### src/rtl/rgb_led_pkg.sv
// Shared types and constants for the soft-fade RGB LED driver.
package rgb_led_pkg;

  typedef enum logic [1:0] {
    CH_OFF,
    CH_RAMP_UP,
    CH_ON,
    CH_RAMP_DOWN
  } chan_state_e;

  localparam int NUM_CH = 3;
  localparam int CH_R   = 0;
  localparam int CH_G   = 1;
  localparam int CH_B   = 2;

  // The board's LED pins sink current, so a low pin means lit.
  localparam logic LED_LIT  = 1'b0;
  localparam logic LED_DARK = 1'b1;

  function automatic logic is_ramping(input chan_state_e s);
    return (s == CH_RAMP_UP) || (s == CH_RAMP_DOWN);
  endfunction

endpackage

### src/rtl/led_fade_chan.sv
// One colour channel: fade FSM, duty register, period-aligned duty shadow and PWM pin flop.
module led_fade_chan
  import rgb_led_pkg::*;
#(
  parameter int PWM_BITS = 8
) (
  input  logic                clk,
  input  logic                rst_n,
  input  logic [PWM_BITS-1:0] pwm_cnt_i,
  input  logic                pwm_wrap_i,
  input  logic                step_tick_i,
  input  logic                req_i,
  output logic                led_o,
  output logic [PWM_BITS-1:0] duty_o,
  output chan_state_e         state_o
);

  localparam logic [PWM_BITS-1:0] DUTY_MAX = '1;

  chan_state_e         state_q, state_d;
  logic [PWM_BITS-1:0] duty_q, duty_d;
  logic [PWM_BITS-1:0] shadow_q, shadow_d;
  logic                led_q, led_d;
  logic                lit;

  always_comb begin
    state_d = state_q;
    duty_d  = duty_q;
    case (state_q)
      CH_OFF:       if (req_i)  state_d = CH_RAMP_UP;
      CH_RAMP_UP:   if (!req_i) state_d = CH_RAMP_DOWN;
      CH_ON:        if (!req_i) state_d = CH_RAMP_DOWN;
      CH_RAMP_DOWN: if (req_i)  state_d = CH_RAMP_UP;
      default:      state_d = CH_OFF;
    endcase
    // A step coinciding with a reversal already moves in the new direction.
    if (step_tick_i) begin
      if (state_d == CH_RAMP_UP && duty_q != DUTY_MAX) begin
        duty_d = duty_q + 1'b1;
      end else if (state_d == CH_RAMP_DOWN && duty_q != '0) begin
        duty_d = duty_q - 1'b1;
      end
    end
    if (state_d == CH_RAMP_UP && duty_d == DUTY_MAX) begin
      state_d = CH_ON;
    end else if (state_d == CH_RAMP_DOWN && duty_d == '0) begin
      state_d = CH_OFF;
    end
  end

  // Comparator sees a duty that only changes at period boundaries.
  always_comb begin
    shadow_d = pwm_wrap_i ? duty_q : shadow_q;
    lit      = (duty_q == DUTY_MAX) || (pwm_cnt_i < shadow_q);
    led_d    = lit ? LED_LIT : LED_DARK;
  end

  always_ff @(posedge clk or negedge rst_n) begin
    if (!rst_n) begin
      state_q  <= CH_OFF;
      duty_q   <= '0;
      shadow_q <= '0;
      led_q    <= LED_DARK;
    end else begin
      state_q  <= state_d;
      duty_q   <= duty_d;
      shadow_q <= shadow_d;
      led_q    <= led_d;
    end
  end

  assign led_o   = led_q;
  assign duty_o  = duty_q;
  assign state_o = state_q;

endmodule

### src/rtl/rgb_led_fader.sv
// Soft-fade RGB LED driver: shared PWM counter and step prescaler feeding three fade channels.
module rgb_led_fader
  import rgb_led_pkg::*;
#(
  parameter int CLK_HZ      = 12_000_000,
  parameter int PWM_BITS    = 8,
  parameter int STEP_CYCLES = 23_529
) (
  input  logic                clk,
  input  logic                rst_n,
  input  logic                req_r,
  input  logic                req_g,
  input  logic                req_b,
  output logic                LED_R,
  output logic                LED_G,
  output logic                LED_B,
  output logic [PWM_BITS-1:0] level_r,
  output logic [PWM_BITS-1:0] level_g,
  output logic [PWM_BITS-1:0] level_b,
  output logic [2:0]          busy
);

  // Degenerate settings collapse to a one-cycle step instead of an illegal prescaler.
  localparam int STEP_N  = (CLK_HZ > 0 && STEP_CYCLES > 0) ? STEP_CYCLES : 1;
  localparam int PRESC_W = (STEP_N > 1) ? $clog2(STEP_N) : 1;
  localparam logic [PRESC_W-1:0] PRESC_LAST = PRESC_W'(STEP_N - 1);

  logic [PWM_BITS-1:0] pwm_cnt_q, pwm_cnt_d;
  logic                pwm_wrap;
  logic [PRESC_W-1:0]  presc_q, presc_d;
  logic                step_tick;

  always_comb begin
    pwm_wrap  = (pwm_cnt_q == '1);
    pwm_cnt_d = pwm_cnt_q + 1'b1;
    step_tick = (presc_q == PRESC_LAST);
    presc_d   = step_tick ? '0 : presc_q + 1'b1;
  end

  always_ff @(posedge clk or negedge rst_n) begin
    if (!rst_n) begin
      pwm_cnt_q <= '0;
      presc_q   <= '0;
    end else begin
      pwm_cnt_q <= pwm_cnt_d;
      presc_q   <= presc_d;
    end
  end

  logic [NUM_CH-1:0]   req_v;
  logic [NUM_CH-1:0]   led_v;
  logic [PWM_BITS-1:0] duty_v  [NUM_CH];
  chan_state_e         state_v [NUM_CH];

  assign req_v[CH_R] = req_r;
  assign req_v[CH_G] = req_g;
  assign req_v[CH_B] = req_b;

  for (genvar c = 0; c < NUM_CH; c++) begin : g_chan
    led_fade_chan #(
      .PWM_BITS(PWM_BITS)
    ) u_chan (
      .clk        (clk),
      .rst_n      (rst_n),
      .pwm_cnt_i  (pwm_cnt_q),
      .pwm_wrap_i (pwm_wrap),
      .step_tick_i(step_tick),
      .req_i      (req_v[c]),
      .led_o      (led_v[c]),
      .duty_o     (duty_v[c]),
      .state_o    (state_v[c])
    );
    // state_v is a flop output, so busy settles one cycle after the change.
    assign busy[c] = is_ramping(state_v[c]);
  end

  assign LED_R   = led_v[CH_R];
  assign LED_G   = led_v[CH_G];
  assign LED_B   = led_v[CH_B];
  assign level_r = duty_v[CH_R];
  assign level_g = duty_v[CH_G];
  assign level_b = duty_v[CH_B];

endmodule

### config.mk
export PLATFORM = sky130hd
export DESIGN_NAME = rgb_led_fader
export DESIGN_NICKNAME = d
export VERILOG_FILES = /design/src/rtl/rgb_led_pkg.sv /design/src/rtl/led_fade_chan.sv /design/src/rtl/rgb_led_fader.sv
export SDC_FILE = /design/constraint.sdc
export NUM_CORES = 1
export LEC_CHECK = 0
export BUFFER_PORTS_ARGS = -buffer_cell sky130_fd_sc_hd__buf_2
export CORE_MARGIN = 3
export CORE_UTILIZATION = 39
export DETAILED_ROUTE_END_ITERATION = 8
export PLACE_DENSITY = 0.61
export SYNTH_ARGS = -nofsm -noshare
export SYNTH_HDL_FRONTEND = slang
export SYNTH_SLANG_ARGS = --single-unit
### constraint.sdc
create_clock -name clk -period 8.7 [get_ports clk]
set_input_delay 1.305 -clock clk [delete_from_list [all_inputs] [get_ports clk]]
set_output_delay 1.305 -clock clk [all_outputs]
set_load 0.01 [all_outputs]
==> impl_metrics.py <==
metrics = {
    "power": {
        "ir_drop_uv": 75.5,
        "power_switching_uw": 307,
        "internal_power_uw": 696,
        "p_clk_share_pct": 38.3,
        "pwr_density_cell_mw_per_mm2": 176,
        "leakage_nw": 2.61,
        "pwr-share-comb_pct": 21.2,
        "p_sw_share_pct": 30.6,
        "p_seq_share_pct": 40.5,
    },
    "timing": {
        "holdWs_ns": 0.486,
        "hold_violations": 0,
        "period_share_pct": 40.8,
        "tightestPinTransition_ns": 1.01,
        "maxSlewViolCount": 0,
        "slew_headroom_pct": 32.7,
        "finalSetupViolCount": 0,
        "period_needed_ns": 3.55,
        "rsz0062_at_grt": "no",
        "final.setup.tns_ns": 0,
        "fmax_ghz": 0.281,
        "skew_ns": 0.00783,
    },
    "place": {
        "globalplace.congestion": 0.910,
        "hpwl_mm": 7.72,
        "dpl_cell_area_mm2": 0.00540,
        "placed_cells": 712,
        "io_buffers": 34,
    },
    "logic_synthesis": {
        "synth_nets": 566,
        "yosysTopAreaCell": "dfrtp_1",
        "syn_area_mm2": 0.00507,
        "ys_ff_latch": 80,
        "yosys_most_used_dff": "dfrtp_1",
        "synth_edf_count": 0,
        "syn_inst": 522,
        "synth.avg_cell_area_um2": 9.71,
        "ys_seq_area_share_pct": 39.6,
        "yosys.cell_types.count": 66,
        "synth_area_leaders": "dfrtp_1 (38%), ha_1 (9.6%), xnor2_1 (5.7%)",
        "synthArstFlopShare_pct": 100,
        "yosysWarnings": 0,
        "netlist.area_leader.share_pct": 38.0,
    },
    "cells_and_area": {
        "layout_commonest_cell": "dfrtp_1",
        "stdcell_area_mm2": 0.00571,
        "final_cell_mix": "dfrtp_1 (77), inv_1 (46), ha_1 (39)",
        "fin_nets": 595,
        "diodes": 0,
        "final_util_pct": 45.0,
        "drive_gt1_share_pct": 17.3,
        "layout.cells.non_filler": 728,
        "syn_to_final_growth_pct": 12.6,
    },
    "detailed_routing": {
        "avgViaCountPerCell": 5.36,
        "drtPass1Iterations": 4,
        "routedWlPerCell_um": 15.0,
        "drt_wl_total_mm": 10.9,
        "drc": 0,
        "drtIter0Drc": 307,
        "ant_nets": 0,
        "route.vias.total": 3899,
    },
    "die": {
        "die_area_mm2": 0.0144,
        "core_mm2": 0.0127,
        "fp.dieH_um": 120,
        "dieWidth_um": 120,
        "num_rows": 41,
        "io_pins": 35,
        "start_util_pct": 40.0,
    },
    "clock_network": {
        "clockBufferDepth": 2,
        "cts_root_buf": "clkbuf_16",
        "cts_tree": "yes",
        "clock_latency_ns": 0.34,
        "post-cts-setup-buffers": 0,
        "hold_buffers": 0,
        "clk_pin_slew_ns": 0.07,
        "clock-sinks": 80,
        "cts_inserted_buffers": 9,
        "cts_resized": 0,
        "h-tree-depth": 3,
    },
    "grt": {
        "grt_max_degree": 81,
        "grt_overflow": 0,
        "met3_usage_pct": 3.77,
        "grt_usage_pct": 16.0,
        "grt_pass1_wl_mm": 18.9,
        "grt_util_met2_pct": 25.7,
        "antenna_found_initial": 0,
        "grt_use_met1_pct": 21.3,
        "top_usage_layer": "met2",
        "grt_pass1_vias": 3901,
    },
    "critical_path": {
        "endpoint_kind": "flip-flop",
        "critPathKind": "primary input to flip-flop",
        "worstPathMaxFanout": 7,
        "timing.critical_path.cells": "buf_2, or4_1, o211ai_1, nand4_1, a211o_1, xor2_1, o2111ai_1, nor4_1, o21bai_1",
        "worstPathRequired_ns": 8.90,
        "crit_slowest_cell": "or4_1",
        "start_kind": "primary input",
        "arrival_ns": 3.76,
        "slowest_delay_ns": 0.52,
    },
    "status": {
        "outcome": "completed",
    },
    "flow_run": {
        "maxCapViolCount": 0,
    },
    "hold_path": {
        "hp-class": "flip-flop to flip-flop",
    },
}
final timing paths:
check	startpoint	end	slack, ns	depth (start not counted)
max	req_r	g_chan[0].u_chan.state_o[1]	5.15	9
min	g_chan[1].u_chan.shadow_q[0]	g_chan[1].u_chan.shadow_q[0]	0.49	2
max reg2reg	g_chan[0].u_chan.state_o[1]	g_chan[0].u_chan.state_o[1]	5.43	10
min reg2reg	g_chan[1].u_chan.shadow_q[0]	g_chan[1].u_chan.shadow_q[0]	0.49	2
max in group asynchronous	rst_n	presc_q[12]	6.91	1
min in group asynchronous	rst_n	g_chan[1].u_chan.state_o[0]	1.14	1
metrics by stage:
stage | setup slack (ns) | power [mW]
after floorplan | 5.28 | 0.568
after global placement | 5.00 | 0.615
after detailed placement | 4.87 | 0.622
after CTS | 5.20 | 1.01
after global routing | 5.01 | 1.05
final | 5.15 | 1.00
power by group through the flow:
stage | Combinational [mW] | Sequential [mW] | Clock [mW]
after detailed placement | 0.210 | 0.413 | 0
after CTS | 0.211 | 0.406 | 0.396
final | 0.212 | 0.406 | 0.384
after global placement | 0.204 | 0.411 | 0
after floorplan | 0.163 | 0.405 | 0
after global routing | 0.235 | 0.409 | 0.410
worst max-delay path, delay by kind of cell:
kind | cells | cell delay (ns)
buf+inv | 1 | 0.14
compound gates | 4 | 0.95
xor+xnor | 1 | 0.26
simple gates | 3 | 1.11
synth_stat cells (6+ instances only):
cell      instances
dfrtp_1          77
inv_1            46
ha_1             39
nand2_1          33
xnor2_1          33
nor2_1           29
nand3_1          26
o21ai_0          21
mux2_2           20
clkbuf_1         14
nor3_1           13
xor2_1           13
a21o_1           10
a21oi_1          10
and3_1           10
nand4_1          10
or3_1             8
nand2b_1          6
nor2b_1           6
nor4_1            6
area by class of cell:
class | count | area [um^2]
Clock buffer | 9 | 225
Timing Repair Buffer | 36 | 188
Multi-Input combinational cell | 378 | 2820
Tap cell | 172 | 215
Sequential cell | 80 | 2010
Inverter | 46 | 173
Clock inverter | 7 | 80.1
Fill cell | 1195 | 6960
cells by family (layout without fill, tap and decap cells):
logic type,after synthesis,after routing,share of synthesized area (%)
compound gates,83,83,11.9
simple gates,187,187,21.1
flops,80,80,39.6
fa+ha+maj,39,39,9.62
xor+xnor,46,46,7.94
buf+inv,64,98,4.81
mux,23,23,5.03
routing by layer:
metal | vias up | part of all wire, %
li1 | 1916 | -
met1 | 1889 | 47
met2 | 74 | 48
met3 | 20 | 3.5
met4 | 0 | 2.1
met5 | - | 0
registers in the layout, indices dropped and copies added, names as in the netlist:
name	count
presc_q	15
g_chan.u_chan.led_o	3
pwm_cnt_q	8
g_chan.u_chan.shadow_q	24
g_chan.u_chan.duty_o	24
g_chan.u_chan.state_o	6
Note: power is estimated with default switching activity, not from simulation.
